==> src/rtl/serial_add_pkg.sv <==
// Shared types and constants for the bit-serial adder/subtractor controller.
package serial_add_pkg;

  localparam int SA_WIDTH = 8;

  typedef enum logic [1:0] {
    IDLE = 2'd0,
    RUN  = 2'd1,
    DONE = 2'd2
  } sa_state_t;

endpackage

==> src/rtl/serial_add_ctrl_fulladder.sv <==
// Single 1-bit full-adder cell, time-shared by the serial controller.
module fulladder (
  input  logic a,
  input  logic b,
  input  logic c,
  output logic s,
  output logic c1
);

  assign s  = a ^ b ^ c;
  assign c1 = (a & b) | (a & c) | (b & c);

endmodule

==> src/rtl/serial_add_ctrl.sv <==
// Bit-serial add/subtract controller: one full-adder cell walked LSB-first
// across WIDTH bits, with valid/ready handshakes on operands and result.
module serial_add_ctrl
  import serial_add_pkg::*;
#(
  parameter int WIDTH = SA_WIDTH
) (
  input  logic             clk,
  input  logic             rst,
  input  logic             in_valid,
  output logic             in_ready,
  input  logic [WIDTH-1:0] a,
  input  logic [WIDTH-1:0] b,
  input  logic             cin,
  input  logic             sub,
  output logic             out_valid,
  input  logic             out_ready,
  output logic [WIDTH-1:0] sum,
  output logic             cout,
  output logic             ovf,
  output logic             busy
);

  localparam int CW = $clog2(WIDTH);
  localparam logic [CW-1:0] LAST_C = CW'(WIDTH - 1);
  localparam logic [CW-1:0] MSB_C  = CW'(WIDTH - 2);
  localparam logic [CW-1:0] ONE_C  = CW'(1);

  sa_state_t        state_r;
  sa_state_t        state_n_s;
  logic             accept_s;
  logic             step_s;
  logic             last_s;

  logic [WIDTH-1:0] op_a_r;
  logic [WIDTH-1:0] op_b_r;
  logic [WIDTH-2:0] shift_r;
  logic [WIDTH-1:0] shift_n_s;
  logic [WIDTH-1:0] sum_r;
  logic             carry_r;
  logic             carry_msb_r;
  logic [CW-1:0]    count_r;
  logic             cout_r;
  logic             ovf_r;
  logic             cell_sum_s;
  logic             cell_carry_s;

  fulladder u_cell (
    .a  (op_a_r[0]),
    .b  (op_b_r[0]),
    .c  (carry_r),
    .s  (cell_sum_s),
    .c1 (cell_carry_s)
  );

  // Sum bit enters at the top; the full word is complete on the last step.
  assign shift_n_s = {cell_sum_s, shift_r};

  // State register.
  always_ff @(posedge clk or posedge rst) begin
    if (rst) begin
      state_r <= IDLE;
    end else begin
      state_r <= state_n_s;
    end
  end

  // Next-state decode and datapath enables.
  always_comb begin
    state_n_s = state_r;
    accept_s  = 1'b0;
    step_s    = 1'b0;
    last_s    = 1'b0;
    case (state_r)
      IDLE: begin
        if (in_valid) begin
          accept_s  = 1'b1;
          state_n_s = RUN;
        end else begin
          state_n_s = IDLE;
        end
      end
      RUN: begin
        step_s = 1'b1;
        if (count_r == LAST_C) begin
          last_s    = 1'b1;
          state_n_s = DONE;
        end else begin
          state_n_s = RUN;
        end
      end
      DONE: begin
        if (out_ready) begin
          state_n_s = IDLE;
        end else begin
          state_n_s = DONE;
        end
      end
      default: begin
        state_n_s = IDLE;
      end
    endcase
  end

  // Operand latch, serial shift, and result capture on completion.
  always_ff @(posedge clk or posedge rst) begin
    if (rst) begin
      op_a_r      <= '0;
      op_b_r      <= '0;
      shift_r     <= '0;
      sum_r       <= '0;
      carry_r     <= 1'b0;
      carry_msb_r <= 1'b0;
      count_r     <= '0;
      cout_r      <= 1'b0;
      ovf_r       <= 1'b0;
    end else if (accept_s) begin
      op_a_r  <= a;
      op_b_r  <= sub ? ~b : b;
      carry_r <= sub | cin;
      count_r <= '0;
    end else if (step_s) begin
      op_a_r  <= {1'b0, op_a_r[WIDTH-1:1]};
      op_b_r  <= {1'b0, op_b_r[WIDTH-1:1]};
      shift_r <= shift_n_s[WIDTH-1:1];
      carry_r <= cell_carry_s;
      count_r <= count_r + ONE_C;
      if (count_r == MSB_C) begin
        carry_msb_r <= cell_carry_s;
      end
      // Result registers only change here, so they stay put through DONE and IDLE.
      if (last_s) begin
        sum_r  <= shift_n_s;
        cout_r <= cell_carry_s;
        ovf_r  <= carry_msb_r ^ cell_carry_s;
      end
    end
  end

  assign in_ready  = (state_r == IDLE);
  assign out_valid = (state_r == DONE);
  assign busy      = (state_r != IDLE);
  assign sum       = sum_r;
  assign cout      = cout_r;
  assign ovf       = ovf_r;

endmodule

==> config.mk <==
export PLATFORM = sky130hd
export DESIGN_NAME = serial_add_ctrl
export DESIGN_NICKNAME = d
export VERILOG_FILES = /design/src/rtl/serial_add_pkg.sv /design/src/rtl/serial_add_ctrl_fulladder.sv /design/src/rtl/serial_add_ctrl.sv
export SDC_FILE = /design/constraint.sdc
export NUM_CORES = 1
export LEC_CHECK = 0
export ABC_AREA = 0
export CAP_MARGIN = 20
export CORE_ASPECT_RATIO = 2
export CORE_MARGIN = 10
export CORE_UTILIZATION = 50
export CTS_CLUSTER_DIAMETER = 200
export CTS_CLUSTER_SIZE = 40
export DETAILED_ROUTE_END_ITERATION = 8
export PLACE_DENSITY = 0.84
export SETUP_SLACK_MARGIN = 0.4
export SYNTH_ARGS = -nofsm -noshare
export SYNTH_HDL_FRONTEND = slang
export SYNTH_SLANG_ARGS = --single-unit
export TNS_END_PERCENT = 1
==> constraint.sdc <==
create_clock -name clk -period 2.35 [get_ports clk]
set_input_delay 0.235 -clock clk [delete_from_list [all_inputs] [get_ports clk]]
set_output_delay 0.235 -clock clk [all_outputs]
set_load 0.005 [all_outputs]
==> flow_summary.ini, run 1 <==
[run_status]
status = finished clean

[clock_tree]
cts_tree = done
cts_made_buffers = 5
clockRootBuffer = clkbuf_8
clock_sinks = 40
htree_levels = 2
cts_max_path_buffers = 2
ctsHoldBuffers = 0
clk_latency_ns = 0.29
cts.clk_slew.worst_paths_ns = 0.07

[global_routing]
grt_max_degree = 41
grt_pass1_vias = 1397
grt_pass1_wl_mm = 6.216
antenna_found_initial = 0
grt_overflow = 0
grt_use_total = 0.1121

[drt]
drt-total-wl_mm = 3.505
vias = 1308
wl_per_cell_um = 13.38
dr.pass1.iters = 4
vias_per_cell = 4.992
route.detailed.drc = 0
final_antenna_net_count = 0
drt_iter0_drc = 29

[yosys]
synth_area_leader_cell = dfrtp_1
yosysTopAreaCellShare = 0.5394
synth-compound-area-share = 0.09710
synthSimpleGateAreaFrac = 0.1605
ys_top_cells_by_area = dfrtp_1 54%, nand2_1 8.7%, mux2_2 5.5%
synth.avg_cell_area_um2 = 10.60
ys_seq_area_frac = 0.5394
ys_ff_latch = 40
async_flop_share = 1.000
synth.distinct_cells = 30
yosysWarnings = 0
synth_fp_nets = 201
synth_fa_ha_area_frac = 0.03102
synthFlopType = dfrtp_1
synth_edf_count = 0
synthCells = 175
synth_area_um2 = 1856
synthMuxAreaShare = 0.08766
synthMostInstantiatedCell = nand2_1
post_synth_most_frequent_cells = 43 x nand2_1, 40 x dfrtp_1, 17 x o21ai_0
synth_top_family_by_area = simple AND/OR/NAND/NOR gates
synth_xor_area_frac = 0.04248

[timing]
rsz0062_at_grt = false
hold-worst-slack_ns = 0.3617
finClkSkew_ns = 0.004777
fmax_mhz = 546.8
setup_viol = 0
worstMarginPinSlew_ns = 0.6006
max_slew_margin = 0.5992
min_period_ns = 1.829
hold_violations = 0
finalCritPeriodShare = 0.7782
setup-tns-final_ns = 0
drv_slew = 0

[power_and_ir_drop]
peakVddDrop_v = 0.0005964
power_frac_comb = 0.380
intPower_mw = 1.855
power.leakage_nw = 1.130
p_clk_frac = 0.195
power.switching_uw = 895.1
switching_share = 0.3255
seqPwrFrac = 0.425
power_mw = 2.750
cellPowerDensity_nw_per_um2 = 1169

[setup_path]
worst_r2r_endpoint = sum[0]
timing.rr.start = count_r[0]
reg2reg_depth = 4
critPathCaptureType = primary output
crit_arrival_ns = 1.59
cp_cell_sequence = or2_2 > inv_1 > clkdlybuf4s50_1
setup.worst_path.start_class = flop
crit_required_ns = 2.12
cp_max_fo = 7
cpPeakStageDelay_ns = 0.49
crit_type = reg -> out
rrSetupSlack_ns = 0.59
crit_slowest_cell = clkdlybuf4s50_1

[placement]
hpwl_mm = 2.585
place_congestion = 0.7325
place_inst = 252
port-buffer-count = 34

[cells_and_area]
drive_gt1_frac = 0.1174
fin_util = 0.6521
fin_nets = 238
layout.cells.non_filler = 262
diodes = 0
syn2layout_area_growth_pct = 26.77
fill_cells = 307

[floorplanning]
start_util = 0.5144
die-area_um2 = 6695
die_width_um = 63.08
num_rows = 31
core_um2 = 3607
die_y_um = 106.2
boundaryPins = 35

[flow_run]
maxCapViolations = 0

[worst_hold_path]
hold_path.class = in -> async
-- power by group through the flow --
stage	Combinational, mW	Sequential [mW]	Clock (mW)
detailed placement	1.04	1.19	0
CTS	1.07	1.17	0.551
floorplan	0.707	1.15	0
finish	1.04	1.17	0.536
global route	1.19	1.21	0.581
global placement	1.00	1.18	0
-- kinds of logic (layout without fill, tap and decap cells) --
| family | Yosys count | count (layout) |
|---|---|---|
| flip-flops | 40 | 40 |
| multiplexers | 15 | 15 |
| AO/OA/AOI/OAI | 32 | 32 |
| XOR/XNOR | 9 | 9 |
| adder cells (fa/ha/maj) | 4 | 4 |
| buffers and inverters | 15 | 53 |
| AND/OR/NAND/NOR | 60 | 60 |
-- final cells by class --
class / instances / area [um^2] / share of cell area
multi-input cells: 120 / 777.0 / 0.3303
flip-flops and latches: 40 / 1002 / 0.4261
clock inverters: 2 / 35.03 / 0.01489
repair buffers: 40 / 385.4 / 0.1638
well taps: 49 / 61.31 / 0.02606
inverters: 5 / 18.77 / 0.007979
clock buffers: 6 / 72.57 / 0.03085
-- critical path: cells and delay by family (launching register included) --
kind                   cells  cell delay (ns)
buffers and inverters      2             0.55
DFF                        1             0.44
and+or+nand+nor            1             0.32
-- layer usage --
layer	wire length (um)	global-route usage	share of wire
met3	157	0.03155	0.045
met2	1896	0.1971	0.54
met1	1390	0.1213	0.40
met4	61	0.04823	0.017
met5	0	0	0
-- what timing repair did --
item                                    4_1_cts  5_1_grt
resized for setup                             1        0
buffers inserted                              2        0
endpoints found under the setup margin        1        0
-- registers in the layout (all words and copies together) (netlist names) --
register     count
carry_msb_r      1
carry_r          1
count_r          3
cout             1
op_a_r           8
op_b_r           8
ovf              1
shift_r          7
state_r          2
sum              8
-- layout by cell type, fill, tap and decap left out, types with 2 or more instances in the layout --
master and count:
a21oi_1 7, and3b_1 8, buf_4 6, clkbuf_8 5
clkdlybuf4s50_1 34, dfrtp_1 39, ha_1 3, inv_1 5
mux2_2 9, mux2i_1 5, nand2_1 43, nand2b_1 3
o21ai_0 17, o21ai_1 2, o21bai_1 2, xor2_1 8
-- worst max path at each step --
stage / slack [ns] / start / depth (start not counted) / endpoint
finish: 0.52 / state_r[0] / 3 / in_ready
global route: 0.47 / state_r[0] / 3 / in_ready
CTS: 0.50 / state_r[0] / 3 / in_ready
detailed placement: 0.50 / in_valid / 3 / op_b_r[3]
global placement: 0.57 / in_valid / 3 / op_b_r[3]
floorplan: 0.80 / count_r[0] / 5 / cout
-- stage by stage --
stage | worst slack [ns] | instance area [um^2]
after floorplan | 0.7996 | 1856
after CTS | 0.5022 | 2352
final | 0.5212 | 2352
after global routing | 0.4707 | 2352
after global placement | 0.5709 | 2228
after detailed placement | 0.4953 | 2228
Note: power is estimated with default switching activity, not from simulation.
==> run 2, diff against run 1 <==
CORE_UTILIZATION = 46   (was 50)
PLACE_DENSITY = 0.82   (was 0.84)
clock period = 1.61 ns   (was 2.35 ns; I/O delays follow)
==> run 2 against run 1 <==
Total power is 49% higher. Largest cell class unchanged. Count of clock-buffer cells in the layout stayed put. Sequential cell count stayed put. Highest routed layer unchanged. Via count is 5.2% higher. Core utilization is 1.6 points lower.
==> flow_summary.ini, run 2 (synthesis gave the netlist of run 1 again) <==
[timing]
drv_slew = 0
worstMarginPinSlew_ns = 0.4903
fmax_mhz = 661.8
finalCritPeriodShare = 0.9386
setup_viol = 0
worst_slack_ns = 0.09893
max_slew_margin = 0.6731
rsz0062_at_grt = true
setup-tns-final_ns = 0
min_period_ns = 1.511
finClkSkew_ns = 0.006810
hold_violations = 0

[power_and_ir_drop]
p_clk_frac = 0.151
power.leakage_nw = 1.218
seqPwrFrac = 0.417
switching_share = 0.3388
cellPowerDensity_nw_per_um2 = 1660
power_frac_comb = 0.432
power.switching_mw = 1.389
intPower_mw = 2.712
peakVddDrop_v = 0.001350

[clock_tree]
clk_latency_ns = 0.29
cts.clk_slew.worst_paths_ns = 0.07
clockRootBuffer = clkbuf_8
clock_sinks = 40
cts_max_path_buffers = 2
htree_levels = 2
cts_tree = done
cts_made_buffers = 5

[setup_path]
crit_required_ns = 1.78
crit_type = reg -> reg
cp_max_fo = 12
setup.worst_path.start_class = flop
crit_arrival_ns = 1.68
reg2reg_depth = 5
critPathCaptureType = flop

[global_routing]
grt_pass1_wl_mm = 6.637
grt_overflow = 0
grt_max_degree = 41
grt_pass1_vias = 1501
antenna_found_initial = 0
grt_use_total = 0.1179

[cells_and_area]
diodes = 0
layout_common_cells = 43 x nand2_1, 39 x dfrtp_1, 31 x clkdlybuf4s50_1
fin_nets = 249
layout_commonest_cell = nand2_1
syn2layout_area_growth_pct = 33.18
regArea_um2 = 1002
fill_cells = 332
drive_gt1_frac = 0.1883
multi_input_area_um2 = 830.8

[floorplanning]
boundaryPins = 35
die_y_um = 109.8
start_util = 0.4778
die-area_um2 = 7128
num_rows = 32
core_um2 = 3884
die_width_um = 64.91

[drt]
drt-total-wl_mm = 3.883
wl_per_cell_um = 14.17
vias_per_cell = 5.022
dr.pass1.iters = 4
route.detailed.drc = 0
vias = 1376
final_antenna_net_count = 0
drt_iter0_drc = 29

[placement]
port-buffer-count = 34
place_congestion = 0.7639
hpwl_mm = 2.934
dp_slack_ns = 0.1127

[run_status]
status = finished clean

[flow_run]
maxCapViolations = 0

[worst_hold_path]
hold_path.class = in -> async
[run 2: changes by cell type in the layout (fill, tap and decap cells not counted), sizes merged]
| cell | delta |
|---|---|
| dlygate4sd2 | +1 |
| bufinv | -1 |
| clkdlybuf4s50 | -3 |
| clkdlybuf4s15 | +1 |
| buf | +12 |
[run 2: through the flow]
stage | power [mW] | area [um^2] | hold slack (ns) | std cells | util
floorplan | 2.793 | 1903 | 0.2687 | 175 | -
global placement | 3.358 | 2360 | 0.4595 | 264 | 0.6076
detailed placement | 3.460 | 2360 | 0.4718 | 264 | 0.6076
CTS | 4.110 | 2459 | 0.3044 | 274 | 0.6331
global route | 4.428 | 2471 | 0.3384 | 274 | 0.6363
finish | 4.101 | 2471 | 0.2884 | 274 | 0.6363
[run 2: timing repair]
item                                    in CTS  in global routing
endpoints found under the hold margin        0                  0
endpoints found under the setup margin      53                 53
pin swaps                                    0                  1
gates resized for setup                      9                  4
hold buffers                                 0                  0
buffers inserted                             3                  0
[run 2: cell type report]
| cell class | count | share of cell area |
|---|---|---|
| clock buffer | 6 | 0.02937 |
| clock inverter | 1 | 0.002025 |
| inverter | 5 | 0.007595 |
| multi-input combinational | 120 | 0.3362 |
| sequential | 40 | 0.4056 |
| tap | 51 | 0.02582 |
| timing repair buffer | 51 | 0.1934 |
[run 2: critical path, cell delays in order (launching register included)]
cell,delay (ns)
dfrtp_2,0.41
buf_4,0.16
buf_4,0.16
nand3b_1,0.20
buf_12,0.18
mux2_4,0.29
[run 2: power groups by stage]
stage	combinational [mW]	sequential, mW	clock [mW]
after floorplan	1.11	1.69	0
after global placement	1.64	1.71	0
after detailed placement	1.71	1.75	0
after CTS	1.76	1.71	0.633
after global routing	1.99	1.76	0.679
final	1.77	1.71	0.620
[run 2: routing by layer]
| layer | global-route usage | part of all wire | wire length [um] | vias up |
|---|---|---|---|---|
| met5 | 0 | 0 | 0 | - |
| met4 | 0.07385 | 0.031 | 120 | 0 |
| met3 | 0.03976 | 0.041 | 161 | 7 |
| met2 | 0.2096 | 0.56 | 2159 | 25 |
| met1 | 0.1128 | 0.37 | 1442 | 667 |
| li1 | - | - | - | 677 |
[run 2: final timing paths]
kind / from / endpoint / slack (ns)
worst max-delay path: state_r[1] / sum[3] / 0.1
worst min-delay path: rst / shift_r[0] / 0.29
worst max register to register: state_r[1] / sum[3] / 0.1
worst min register to register: op_a_r[4] / op_a_r[4] / 0.48
max in group asynchronous: rst / state_r[1] / 0.96
min in group clk: a[7] / op_a_r[7] / 0.42
==> run 3, diff against run 2 <==
CORE_ASPECT_RATIO = 1.2   (was 2)
==> run 3 against run 2 <==
Global-route usage decreased by 0.64 points. Clock skew decreased by 0.0019 ns. First-iteration DRC count increased by 120%. Cell count increased by 2.6%. Routed wire length decreased by 4.9%. Sequential share of layout area decreased by 0.98 points. Cell area increased by 2.5%. Sequential power about the same. Count of clock-buffer cells in the layout unchanged. Clock power increased by 28%. Total power increased by 5.2%.
==> flow_summary.ini, run 3 (synthesis gave the netlist of run 1 again) <==
[run_status]
status = finished clean

[global_routing]
grt_overflow = 0
grt_pass1_vias = 1351
antenna_found_initial = 0
grt_pass1_wl_mm = 6.182
grt_max_degree = 41
grt_use_total = 0.1115

[drt]
vias = 1342
drt-total-wl_mm = 3.694
final_antenna_net_count = 0
vias_per_cell = 4.776
drt_iter0_drc = 65
wl_per_cell_um = 13.15
route.detailed.drc = 0
dr.pass1.iters = 4

[floorplanning]
num_rows = 25
boundaryPins = 35
core_um2 = 3910
die_width_um = 77.98
die-area_um2 = 6985
die_y_um = 89.58
start_util = 0.4746

[timing]
finClkSkew_ns = 0.004913
worst_slack_ns = 0.1211
max_slew_margin = 0.6742
worstMarginPinSlew_ns = 0.4887
fmax_mhz = 671.6
hold_violations = 0
finalCritPeriodShare = 0.9248
setup_viol = 0
min_period_ns = 1.489
drv_slew = 0
setup-tns-final_ns = 0
rsz0062_at_grt = true

[clock_tree]
cts_tree = done
clockRootBuffer = clkbuf_8
cts_made_buffers = 5
cts_max_path_buffers = 2
htree_levels = 2
ctsHoldBuffers = 0
clk_latency_ns = 0.29
cts.clk_slew.worst_paths_ns = 0.07
clock_sinks = 40

[setup_path]
crit_slowest_cell = dfrtp_1
crit_type = reg -> reg
crit_arrival_ns = 1.66
critPathCaptureType = flop
cpPeakStageDelay_ns = 0.40
setup.worst_path.start_class = flop
cp_cell_sequence = buf_6 > buf_4 > nand3b_1 > buf_12 > mux2_4
crit_required_ns = 1.78
cp_max_fo = 14

[power_and_ir_drop]
intPower_mw = 2.929
power_frac_comb = 0.420
switching_share = 0.3208
power.leakage_nw = 1.252
seqPwrFrac = 0.396
peakVddDrop_v = 0.0007383
power.switching_mw = 1.384
cellPowerDensity_nw_per_um2 = 1703
p_clk_frac = 0.184

[placement]
place_congestion = 0.8439
hpwl_mm = 2.754
port-buffer-count = 34
dp_slack_ns = 0.1025

[cells_and_area]
fin_nets = 252
fill_cells = 304
drive_gt1_frac = 0.1894
diodes = 0
layout_common_cells = 43 x nand2_1, 39 x dfrtp_1, 31 x clkdlybuf4s50_1
layout_commonest_cell = nand2_1
syn2layout_area_growth_pct = 36.48

[worst_hold_path]
hold_path.class = in -> async

[flow_run]
maxCapViolations = 0
[run 3: power groups by stage]
stage               logic (mW)  clock network, mW  registers, mW
floorplan                 1.11                  0           1.69
global placement          1.67                  0           1.72
detailed placement        1.72                  0           1.75
CTS                       1.83              0.815           1.71
global route              2.03              0.852           1.77
finish                    1.81              0.793           1.71
[run 3: cell type report]
type                            instances  area (um^2)  share of cell area
Tap cell                               54        67.56             0.02668
Timing Repair Buffer                   54        506.7              0.2001
Multi-Input combinational cell        120        829.5              0.3276
Clock inverter                          2        35.03             0.01383
Sequential cell                        40         1002              0.3958
Clock buffer                            6        72.57             0.02866
Inverter                                5        18.77            0.007411
[run 3: worst max-delay path: cells and delay by family, from the launching register on]
family,cells,cell delay [ns]
flops,1,0.40
simple gates,1,0.21
mux,1,0.29
buf+inv,3,0.47
[run 3: repair_timing]
item | 4_1_cts | 5_1_grt
gates resized for setup | 9 | 0
pin swaps | 1 | 0
gates cloned | 0 | 0
endpoints found under the hold margin | 0 | 0
endpoints found under the setup margin | 52 | 53
buffers inserted | 5 | 0
[run 3: final timing paths]
path                                  from          to  depth (start not counted)  slack [ns]
max in group asynchronous              rst  state_r[0]                          3        0.96
worst min register to register         ovf         ovf                          2        0.48
worst max-delay path            state_r[1]      sum[0]                          5        0.12
worst max register to register  state_r[1]      sum[0]                          5        0.12
min in group clk                      a[7]   op_a_r[7]                          3        0.43
worst min-delay path                   rst  shift_r[0]                          3        0.28
[run 3: stage by stage]
step | total power, mW | hold slack (ns) | cells | util | instance area [um^2]
finish | 4.313 | 0.2777 | 281 | 0.6477 | 2532
global route | 4.656 | 0.3280 | 281 | 0.6477 | 2532
CTS | 4.361 | 0.2976 | 281 | 0.6477 | 2532
detailed placement | 3.474 | 0.4749 | 268 | 0.6064 | 2371
global placement | 3.393 | 0.4609 | 268 | 0.6064 | 2371
floorplan | 2.793 | 0.2687 | 175 | - | 1903
[run 3: routing by layer]
layer | GRT usage | routed length (um) | vias to the layer above
li1 | - | - | 685
met1 | 0.1197 | 1565 | 628
met2 | 0.1962 | 1854 | 25
met3 | 0.04482 | 219 | 4
met4 | 0.03915 | 55 | 0
met5 | 0 | 0 | -
